<file path="src/rtl/gate_sensor_sequencer.sv">
// gate_sensor_sequencer
// Plays one scripted turnstile passage per accepted request and drives the
// sensor word {giro, entrada, saida, decMetais} that the turnstile FSM reads.
// Each non-idle word is held for max(HOLD_CYCLES,1) clocks.
// Optional build macro: SEQ_DISPLAY_EN drives a 7-segment digit of the phase;
// without it the display is tied off (all segments dark).
module gate_sensor_sequencer #(
  parameter int HOLD_CYCLES = 4,
  parameter int CNT_W       = 8
) (
  input  logic       clock,
  input  logic       resetn,
  input  logic       start,
  input  logic       direcao,
  input  logic       metal,
  output logic       ready,
  output logic       busy,
  output logic       done,
  output logic       giro,
  output logic       entrada,
  output logic       saida,
  output logic       decMetais,
  output logic [2:0] phase,
  output logic [6:0] display
);

  localparam int              HOLD_EFF  = (HOLD_CYCLES < 1) ? 1 : HOLD_CYCLES;
  localparam logic [CNT_W-1:0] HOLD_LAST = CNT_W'(HOLD_EFF - 1);

  typedef enum logic [2:0] {
    IDLE    = 3'd0,
    ARM     = 3'd1,
    PASS    = 3'd2,
    METAL   = 3'd3,
    RELEASE = 3'd4,
    DONE    = 3'd5
  } state_t;

  state_t           state, state_nx;
  logic [CNT_W-1:0] cnt, cnt_nx;
  logic             dir_q, dir_nx;
  logic             metal_q, metal_nx;
  logic [3:0]       word_nx;
  logic             hold_end;

  assign hold_end = (cnt == HOLD_LAST);

  // Next-state, hold counter and request-latch logic.
  always_comb begin
    // NOTE: every variable gets a default first so no path leaves it
    // unassigned; an unassigned path in always_comb infers a latch.
    state_nx = state;
    cnt_nx   = cnt;
    dir_nx   = dir_q;
    metal_nx = metal_q;
    case (state)
      IDLE: begin
        if (start) begin
          state_nx = ARM;
          cnt_nx   = '0;
          dir_nx   = direcao;
          metal_nx = metal;
        end
      end
      ARM, PASS, METAL, RELEASE: begin
        if (hold_end) begin
          cnt_nx = '0;
          case (state)
            ARM:     state_nx = PASS;
            PASS:    state_nx = metal_q ? METAL : RELEASE;
            METAL:   state_nx = RELEASE;
            default: state_nx = DONE;
          endcase
        end else begin
          cnt_nx = cnt + 1'b1;
        end
      end
      DONE:    state_nx = IDLE;
      // Codes 6 and 7 cannot be reached in normal operation; recover to IDLE.
      default: state_nx = IDLE;
    endcase
  end

  // Sensor word for the state being entered, so the outputs can be registered.
  always_comb begin
    word_nx = 4'b0000;
    case (state_nx)
      ARM, RELEASE: word_nx = 4'b1000;
      PASS:         word_nx = dir_nx ? 4'b1010 : 4'b1100;
      METAL:        word_nx = dir_nx ? 4'b1011 : 4'b1101;
      default:      word_nx = 4'b0000;
    endcase
  end

  // State, counter, latched request and all registered outputs.
  always_ff @(posedge clock) begin
    // NOTE: sequential state uses non-blocking assignments so every register
    // samples the pre-edge values, independent of statement order.
    if (!resetn) begin
      state   <= IDLE;
      cnt     <= '0;
      dir_q   <= 1'b0;
      metal_q <= 1'b0;
      ready   <= 1'b1;
      busy    <= 1'b0;
      done    <= 1'b0;
      phase   <= 3'd0;
      {giro, entrada, saida, decMetais} <= 4'b0000;
    end else begin
      state   <= state_nx;
      cnt     <= cnt_nx;
      dir_q   <= dir_nx;
      metal_q <= metal_nx;
      ready   <= (state_nx == IDLE);
      busy    <= (state_nx == ARM) || (state_nx == PASS) ||
                 (state_nx == METAL) || (state_nx == RELEASE);
      done    <= (state_nx == DONE);
      phase   <= state_nx;
      {giro, entrada, saida, decMetais} <= word_nx;
    end
  end

`ifdef SEQ_DISPLAY_EN
  // Phase digit decoder, registered alongside phase (active-low gfedcba).
  always_ff @(posedge clock) begin
    if (!resetn) begin
      display <= 7'b1111111;
    end else begin
      case (state_nx)
        IDLE:    display <= 7'b1000000;
        ARM:     display <= 7'b1111001;
        PASS:    display <= 7'b0100100;
        METAL:   display <= 7'b0110000;
        RELEASE: display <= 7'b0011001;
        DONE:    display <= 7'b0010010;
        default: display <= 7'b1111111;
      endcase
    end
  end
`else
  assign display = 7'b1111111;
`endif

endmodule

</file>
<file path="config.mk">
export PLATFORM = sky130hd
export DESIGN_NAME = gate_sensor_sequencer
export DESIGN_NICKNAME = d
export VERILOG_FILES = /design/src/rtl/gate_sensor_sequencer.sv
export SDC_FILE = /design/constraint.sdc
export NUM_CORES = 1
export LEC_CHECK = 0
export ABC_AREA = 1
export CORE_UTILIZATION = 49
export CTS_CLUSTER_SIZE = 8
export DETAILED_ROUTE_END_ITERATION = 12
export GPL_TIMING_DRIVEN = 1
export HOLD_SLACK_MARGIN = 0.15
export MAX_ROUTING_LAYER = met4
export PLACE_DENSITY = 0.78
export REMOVE_ABC_BUFFERS = 1
export SYNTH_ARGS = -nofsm -noshare
export SYNTH_HDL_FRONTEND = slang
export SYNTH_SLANG_ARGS = --single-unit
</file>
<file path="constraint.sdc">
create_clock -name clock -period 1.6 [get_ports clock]
set_input_delay 0.48 -clock clock [delete_from_list [all_inputs] [get_ports clock]]
set_output_delay 0.48 -clock clock [all_outputs]
set_load 0.005 [all_outputs]
</file>
### After elaboration in Yosys (flattened, before gate mapping)

Cells that the tools add are included.

* bits of input ports: 5
* output and inout bits: 17
* flip-flop bits (word level): 20
* word-level logic and storage cells: 46

* equality and inequality tests: 11
* mux-type cells: 13
* reductions and logical operators: 10
* add/subtract/negate cells: 1

Operators by type and width (number)
* 8-bit 2-to-1 mux: 2
* 8-bit one-hot mux with 2 select lines: 1
* 3-bit 2-to-1 mux: 5
* 3-bit by 2-bit equality test with 1-bit output, second input constant: 4
* 4-bit one-hot mux with 3 select lines: 1
* 3-bit equality test, second input constant: 3
* 3-bit one-hot mux with 3 select lines: 1
* 8-bit by 1-bit adder with 8-bit output, second input constant: 1
* 8-bit by 2-bit equality test with 1-bit output, second input constant: 1
* 3-bit by 1-bit equality test with 1-bit output, second input constant: 2
* 3-bit logical NOT: 2
* 3-bit one-hot mux with 2 select lines: 1
* 2-bit AND reduction: 2
* 4-bit OR reduction: 1
* 1-bit logical OR: 3
* 1-bit 2-to-1 mux: 2
* 2-bit inequality test, second input constant: 1
* 2-bit nonzero test: 1
* 2-bit OR reduction: 1

### Depth between registers and ports, before layout

Gate-level depths: netlist of run 1.

* depth in word-level cells: 8
* mapped depth: 10
* depth with buffers taken out: 10

### Worst setup path after synthesis of run 1

No wires, ideal clock.

* kind: register to register
* start point: reg cnt[0]
* end point: reg busy
* path buffers: 0
* clock period less this slack: 1.266 ns
* cell stages (with the launch flop): 9
* setup slack: 0.334 ns
* setup time: 0.118 ns
* arrival: 1.147 ns
* data required time: 1.482 ns
* path through: dfxtp_1 > ha_1 > nand2_1 > nor2_1 > nand2_1 > nand2_1 > nand3_1 > nand3_1 > a21oi_1

* cells in the longest elaborated chain, start to end: 7
* elaborated cells on any way between the ends: 10
* classes of those cells: eq/ne: 5; mux: 2; reduce/logical: 3

Ends and longest elaborated chain
* from (decl): line 40 `logic [CNT_W-1:0] cnt, cnt_nx;`
* from (signal assigned): line 111 `cnt <= cnt_nx;`
* 8-bit by 2-bit equality test with 1-bit output (*): line 46 `assign hold_end = (cnt == HOLD_LAST);`
* 3-bit 2-to-1 mux (*): line 66 `if (hold_end) begin`
* 3-bit one-hot mux with 2 select lines (*): line 56 `case (state)`
* 3-bit by 1-bit equality test with 1-bit output / 3-bit by 2-bit equality test with 1-bit output (equally long branches): line 115 `busy <= (state_nx == ARM) || (state_nx == PASS) ||`
* 1-bit logical OR (2 in a row): line 115
* 1-bit logical OR (*): line 116 `(state_nx == METAL) || (state_nx == RELEASE);`
* to (signal assigned): line 115
* to (decl): line 17 `output logic busy,`

Mark *: on every way between the ends. The rest lies on a longest branch, timed or not.
A chain may end at the register's enable or synchronous reset.

### Worst setup path after layout of run 1

* start point: reg state[1]
* end point: reg cnt[6]

* cells in the longest elaborated chain, start to end: 4
* elaborated cells on any way between the ends: 10
* classes of those cells: eq/ne: 5; mux: 1; reduce/logical: 4

Ends and longest elaborated chain
* from (decl): line 39 `state_t state, state_nx;`
* from (signal assigned): line 110 `state <= state_nx;`
* 3-bit by 1-bit equality test with 1-bit output, or another cell as far along: line 56
* 4-bit OR reduction: line 56
* 2-bit nonzero test (no line)
* 2-bit AND reduction (no line)

Parallel ways exist; a longest one is shown, timed or not.

==> impl_metrics.ini, run 1 <==
[drt]
ant_nets = 0
dr_total_vias = 962
drcViolationCount = 0
first_iter_violations = 26
detail_route.first_pass.iterations = 4
routed_wire_length_per_instance_um = 10.7
overall_routed_net_length_um = 2120
vias_per_cell = 4.88

[finish]
design_area_um2 = 1280
area_growth_syn_to_layout_pct = 25.9
fill_cells = 188
postLayoutCoreUtil = 0.654
number_of_nets_in_the_final_layout = 177
antennaDiodeCount = 0
drive_gt1_frac = 0.200

[sta]
finalWorstPathRequiredPeriod_ns = 1.48
timing_max_transition_violations_final = 0
rsz0062_at_grt = false
maxClockFrequency_mhz = 675
timing.hold.ws_ns = 0.486
fin_tns_setup_ns = 0
period_share = 0.926
setup_viol = 0
hold_viol_final = 0
clock-skew-final_ns = 0.00383

[synth]
yosys.area.top_type_share = 0.393
synth_enable_flop_cells = 0
post_synth_most_frequent_cells = 38 x nand2_1, 20 x dfxtp_1, 20 x nor2_1
synth_top_flop_cell = dfxtp_1
synth.ff_latch_count = 20
largest_cells_by_area_after_synthesis = dfxtp_1 39%, nand2_1 14%, nor2_1 7.4%, buf_4 5.2%, inv_1 4.8%
yosys_warnings = 0
synth_cell_types = 20
netlist.top_cell.by_area = dfxtp_1
synth.avg_cell_area_um2 = 7.07
yosysMostFrequentCell = nand2_1
syn_area_um2 = 1020
ys_async_sr_fraction = 0
synth-seq-area-share = 0.393
post_synth_inst_count = 144

[critical_path]
setup_crit_end_kind = flop
critPathTopFamily = simple AND/OR/NAND/NOR gates
startpoint_type = flop
critical_path.cell_chain = buf_4 -> buf_4 -> nor2_4 -> nand2_2 -> nand2_4 -> nand2_4 -> a21oi_4 -> o21ai_1 -> a21oi_1
crit_path_kind = reg2reg
crit_path_top_delay_cell = dfxtp_2
timing.critical_path.fanout_max = 6
data_required_critical_path_ns = 1.84
worst_path_largest_cell_delay_ns = 0.34
critical_path.n_buffers_inverters = 2
cp.arrival_ns = 1.73

[pwr]
switching_share = 0.230
power_density_nw_per_um2 = 833
p_sw_uw = 246
intPower_uw = 823
clock_share_of_power = 0.394
p_comb_frac = 0.121
vdd_ir_drop_max_uv = 703
p_leak_nw = 0.638
power_frac_seq = 0.485
design_power_total_mw = 1.07

[global_route]
grt_first_pass_wirelength_um = 3220
grt_overflow = 0
antenna_found_initial = 0
grt_pass1_vias = 807
grt_max_degree = 13
grt_util_all_layers = 0.216

[floorplanning]
die_height_um = 47.6
die_area_um2 = 2260
floorplan.initialDensity = 0.519
number_of_rows_created_at_floorplan = 16
floorplan.io_pins = 22
fp.dieW_um = 47.6
placeableCoreArea_um2 = 1960

[placed_design]
buffer_ports.inserted = 14
place_hpwl_um = 1650
finalWeightedCongestion = 0.877
place_area_um2 = 1220

[hold_path]
hp-class = reg2reg

[clock_network]
clk_root_buffer_cell = clkbuf_4
postCtsHoldBufs = 0
numCtsBuffers = 3
clock_path_buffers = 2
htreeDepth = 1
cts.sink_count = 20
clkLatencyLatePin_ns = 0.31
cts_tree = done
clk_pin_slew_worst_paths_ns = 0.12

[status]
run_status = finished, final reports clean

[flow_run]
cap_viol_max_count = 0
[through the flow]
stage                     cells  setup slack (ns)
after floorplan             143             0.334
after global placement      192           -0.0707
after detailed placement    192           -0.0846
after CTS                   197            0.0676
after global routing        197            0.0115
final                       197             0.118
[path summary, 6_finish.rpt]
check           start      to  slack (ns)  depth (start not counted)
min reg2reg    cnt[1]  cnt[1]        0.49                          2
max reg2reg  state[1]  cnt[6]        0.12                          9
min            cnt[1]  cnt[1]        0.49                          2
max          state[1]  cnt[6]        0.12                          9
[cell type report]
class                      count  area (um^2)  area share
sequential                    20          408       0.318
inverter                      17         63.8      0.0498
clock inverter                 1         30.0      0.0234
tap                           27         33.8      0.0263
clock buffer                   3         22.5      0.0176
multi-input combinational    106          529       0.413
timing repair buffer          23          195       0.152
[sequential cells by signal, summed over array words and instances, names as in the netlist]
name	flops
busy	1
cnt	8
decMetais	1
dir_q	1
done	1
entrada	1
giro	1
metal_q	1
ready	1
saida	1
state	3
[cell usage in the layout (no fill, tap or decap)]
master,netlist,final
conb_1,1,7
ha_2,0,1
dfxtp_2,0,6
bufinv_16,0,1
nand2_4,3,3
clkdlybuf4s50_1,0,4
inv_1,13,13
nand3_4,2,2
dfxtp_1,20,14
nand3_1,9,9
nor2_1,20,20
inv_2,4,4
and3_1,2,2
buf_4,7,9
nand2_2,2,3
dlygate4sd2_1,0,10
clkbuf_4,0,3
nor3_1,3,3
o21ai_1,1,1
or2_0,1,1
a21oi_1,8,8
nor2_4,1,1
a21oi_4,1,1
nand2_1,38,37
o21ai_0,7,7
[per-layer routing]
metal,global-route usage,share of wire,wire (um)
met5,-,0,0
met4,0.0833,0.013,27
met3,0.0566,0.047,99
met2,0.405,0.54,1140
met1,0.209,0.40,853
[worst min-delay path, cell delays in order (launching register included)]
cell and delay [ns]:
dfxtp_2 0.35, nand2_1 0.06, a21oi_1 0.05
[kinds of logic after synthesis]
| family | synth area share |
|---|---|
| and+or+nand+nor | 0.382 |
| buffers and inverters | 0.114 |
| DFF | 0.393 |
| AOI/OAI and AO/OA | 0.0946 |
| adders and majority gates | 0.0123 |
| other | 0.00368 |
[what timing repair did]
item | 4_1_cts | 5_1_grt
setup endpoints to repair | 10 | 6
buffers inserted | 1 | 0
resized for setup | 14 | 4
endpoints found under the hold margin | 0 | 0
pin swaps | 0 | 0
[power groups by stage]
stage	Clock [mW]	Combinational [mW]	Sequential (mW)
4_1_cts	0.428	0.128	0.518
6_report	0.421	0.129	0.519
3_5_place_dp	0	0.132	0.530
5_1_grt	0.449	0.144	0.520
2_1_floorplan	0	0.0718	0.531
3_3_place_gp	0	0.129	0.528
Power figures use the tool's default switching activity.
==> run 2: changes to the inputs <==
Settings changed: SKIP_CTS_REPAIR_TIMING set to 1.
==> impl_metrics.ini, run 2 (synthesis results as in run 1) <==
[pwr]
design_power_total_mw = 1.07
intPower_uw = 826
p_sw_uw = 248
power_density_nw_per_um2 = 813
power_frac_seq = 0.483
clock_share_of_power = 0.394
p_leak_nw = 0.759
p_comb_frac = 0.123
switching_share = 0.231
vdd_ir_drop_max_uv = 708

[finish]
number_of_flip_flops_under_the_largest_register_name = 8
antennaDiodeCount = 0
layout_common_cells = 37 x nand2_1, 20 x nor2_1, 14 x dfxtp_1, 13 x inv_1, 10 x dlymetal6s2s_1
area_growth_syn_to_layout_pct = 29.6
registers.top_by_ff_count = cnt
final-seq-area_um2 = 408
fill_cells = 180
multi_input_area_um2 = 529
drive_gt1_frac = 0.200
layout_commonest_cell = nand2_1
number_of_nets_in_the_final_layout = 177
reg_top3 = cnt x8, state x3
postLayoutCoreUtil = 0.673

[clock_network]
cts.sink_count = 20
htreeDepth = 1
clk_root_buffer_cell = clkbuf_4
clkLatencyLatePin_ns = 0.31
clk_pin_slew_worst_paths_ns = 0.12
clock_path_buffers = 2
cts_tree = done
numCtsBuffers = 3

[drt]
dr_total_vias = 958
detail_route.first_pass.iterations = 5
ant_nets = 0
overall_routed_net_length_um = 2150
first_iter_violations = 28
vias_per_cell = 4.86
drcViolationCount = 0
routed_wire_length_per_instance_um = 10.9

[critical_path]
startpoint_type = flop
crit_path_kind = reg2reg
cp.arrival_ns = 1.73
worst_r2r_path_depth = 9
data_required_critical_path_ns = 1.84
timing.critical_path.fanout_max = 6
setup_crit_end_kind = flop

[sta]
hold_viol_final = 0
rsz0062_at_grt = false
period_share = 0.926
finalWorstPathRequiredPeriod_ns = 1.48
clock-skew-final_ns = 0.00611
setup_viol = 0
timing_max_transition_violations_final = 0
maxClockFrequency_mhz = 675

[floorplanning]
placeableCoreArea_um2 = 1960
floorplan.initialDensity = 0.519
number_of_rows_created_at_floorplan = 16
die_height_um = 47.6
die_area_um2 = 2260
fp.dieW_um = 47.6
floorplan.io_pins = 22

[global_route]
grt_max_degree = 13
antenna_found_initial = 0
grt_pass1_vias = 791
grt_util_all_layers = 0.213
grt_overflow = 0
grt_first_pass_wirelength_um = 3170

[flow_run]
cap_viol_max_count = 0

[placed_design]
place_hpwl_um = 1650
buffer_ports.inserted = 14
finalWeightedCongestion = 0.877

[hold_path]
hp-class = reg2reg
worstHoldPathCells = 2

[status]
run_status = finished, final reports clean
[run 2: changes by cell type in the layout (fill, tap and decap cells not counted)]
cell,delta
dlymetal6s2s_1,+10
dlygate4sd2_1,-10
[run 2: area by class of cell]
cell class                      instances  area share
Multi-Input combinational cell        106       0.401
Tap cell                               27      0.0256
Inverter                               17      0.0483
Clock inverter                          1      0.0227
Clock buffer                            3      0.0171
Timing Repair Buffer                   23       0.176
Sequential cell                        20       0.309
[run 2: power groups by stage]
| stage | Clock [mW] | Combinational, mW | Sequential [mW] |
|---|---|---|---|
| after floorplan | 0 | 0.0718 | 0.531 |
| after global placement | 0 | 0.129 | 0.528 |
| after detailed placement | 0 | 0.132 | 0.530 |
| after CTS | 0.428 | 0.133 | 0.518 |
| after global routing | 0.449 | 0.147 | 0.520 |
| final | 0.423 | 0.132 | 0.518 |
[run 2: worst paths after layout]
path	end	from	slack [ns]
worst max register to register	cnt[6]	state[1]	0.12
worst min register to register	cnt[1]	cnt[1]	0.48
worst min-delay path	cnt[1]	cnt[1]	0.48
worst max-delay path	cnt[6]	state[1]	0.12
[run 2: layer usage]
metal | track usage | wire (um) | vias to the layer above
met5 | - | 0 | -
met4 | 0.0833 | 25 | 0
met3 | 0.0566 | 110 | 4
met2 | 0.395 | 1160 | 29
met1 | 0.209 | 859 | 435
li1 | - | - | 490
[run 2: per-stage QoR]
stage / cell area (um^2) / cells / hold slack, ns / setup WS, ns / setup TNS, ns
final: 1320 / 197 / 0.484 / 0.119 / 0
after global routing: 1320 / 197 / 0.511 / 0.0120 / 0
after CTS: 1270 / 196 / 0.501 / -0.100 / -0.338
after detailed placement: 1220 / 192 / 0.483 / -0.0846 / -0.319
after global placement: 1220 / 192 / 0.470 / -0.0707 / -0.178
after floorplan: 988 / 143 / 0.449 / 0.334 / 0
[run 2: worst max-delay path, stage by stage (launching register included)]
cell and delay [ns]:
dfxtp_2 0.34, buf_4 0.13, buf_4 0.15, nor2_4 0.12, nand2_2 0.11, nand2_4 0.12
nand2_4 0.06, a21oi_4 0.16, o21ai_1 0.09, a21oi_1 0.13
==> run 3: changes to the inputs <==
Settings changed: CORE_UTILIZATION 49 to 44, PLACE_DENSITY 0.78 to 0.74.
Clock period 1.6 ns to 1.3 ns, I/O delays scaled along.
==> impl_metrics.ini, run 3 (synthesis results as in run 1) <==
[clock_network]
clock_path_buffers = 2
numCtsBuffers = 3
htreeDepth = 1
clk_root_buffer_cell = clkbuf_4
cts_tree = done
clk_pin_slew_worst_paths_ns = 0.12
clkLatencyLatePin_ns = 0.31
cts.sink_count = 20

[placed_design]
place_hpwl_um = 1730
place_area_um2 = 1250
finalWeightedCongestion = 0.876
buffer_ports.inserted = 14
dp.cells = 196
place_worst_setup_slack_ns = -0.368

[global_route]
grt_pass1_vias = 916
grt_overflow = 0
grt_first_pass_wirelength_um = 3820
grt_max_degree = 13
grt_util_all_layers = 0.206
antenna_found_initial = 0

[flow_run]
cap_viol_max_count = 0

[pwr]
power_density_nw_per_um2 = 850
design_power_total_mw = 1.43
vdd_ir_drop_max_uv = 841
p_leak_nw = 0.868

[drt]
ant_nets = 0
dr_total_vias = 1092
routed_wire_length_per_instance_um = 16.0
vias_per_cell = 5.25
detail_route.first_pass.iterations = 4
first_iter_violations = 29
overall_routed_net_length_um = 3320
drcViolationCount = 0

[sta]
rsz0062_at_grt = true
clock-skew-final_ns = 0.00542
period_share = 1.14
setup_viol = 17
maxClockFrequency_mhz = 675
hold_viol_final = 0
timing_max_transition_violations_final = 0
fin_tns_setup_ns = -1.01
worst_slack_ns = -0.182
finalWorstPathRequiredPeriod_ns = 1.48

[finish]
number_of_nets_in_the_final_layout = 187
drive_gt1_frac = 0.517
layout_commonest_cell = nand2_1
design_area_um2 = 1680
reg_top3 = cnt x8, state x3
final_cell_count_without_fillers = 208
antennaDiodeCount = 0
registers.top_by_ff_count = cnt
number_of_flip_flops_under_the_largest_register_name = 8
area_growth_syn_to_layout_pct = 65.0
layout_common_cells = 20 x nand2_1, 12 x nand2_2, 12 x nor2_1, 11 x buf_6

[critical_path]
critPathTopFamily = simple AND/OR/NAND/NOR gates
critical_path.cell_chain = buf_4 -> inv_2 -> nand2_4 -> nand2_8 -> buf_6 -> nand3_4 -> nand2_4 -> nand2_2 -> nor2_1
timing.critical_path.fanout_max = 6
crit_path_top_delay_cell = dfxtp_2
crit_path_kind = reg2reg
critical_path.n_buffers_inverters = 3
data_required_critical_path_ns = 1.54
worst_path_largest_cell_delay_ns = 0.34
cp.arrival_ns = 1.72
startpoint_type = flop
cpMostUsedCell = nand2_4
setup_crit_end_kind = flop

[floorplanning]
floorplan.initialDensity = 0.465
die_height_um = 50.1
placeableCoreArea_um2 = 2190
fp.dieW_um = 50.1
die_area_um2 = 2510
floorplan.io_pins = 22
number_of_rows_created_at_floorplan = 17

[hold_path]
hp-class = reg2reg

[status]
run_status = finished with violations
violations = setup timing
## run 3: cell count changes in the layout (fill, tap and decap cells not counted), sizes merged
cell / delta
buf: +10
## run 3: stage by stage
stage                     hold slack [ns]   util
after floorplan                     0.449      -
after CTS                           0.505  0.593
after global placement              0.478  0.569
final                               0.519  0.767
after global routing                0.536  0.767
after detailed placement            0.488  0.569
## run 3: path summary, 6_finish.rpt
path	startpoint	depth (start not counted)	end	slack (ns)
min	cnt[7]	2	cnt[7]	0.52
max reg2reg	state[2]	9	done	-0.18
max	state[2]	9	done	-0.18
min reg2reg	cnt[7]	2	cnt[7]	0.52
## run 3: worst min-delay path, delay by kind of cell (launching register included)
kind,cells,cell delay (ns)
AO/OA/AOI/OAI,1,0.05
AND/OR/NAND/NOR,1,0.09
flip-flops,1,0.36
## run 3: power by group
group          internal (mW)  total (mW)  switching (mW)
combinational          0.119       0.269           0.150
sequential             0.629       0.638         0.00878
clock                  0.312       0.522           0.210
## run 3: final cells by class
class,count,area [um^2]
multi-input combinational,106,752
fill,137,510
inverter,17,73.8
tap,28,35.0
sequential,20,418
clock buffer,3,22.5
timing repair buffer,33,349
clock inverter,1,30.0
## run 3: per-layer routing
| layer | global-route usage | wire length [um] |
|---|---|---|
| met4 | 0.114 | 95 |
| met3 | 0.0525 | 111 |
| met2 | 0.338 | 1810 |
| met5 | - | 0 |
| met1 | 0.224 | 1310 |
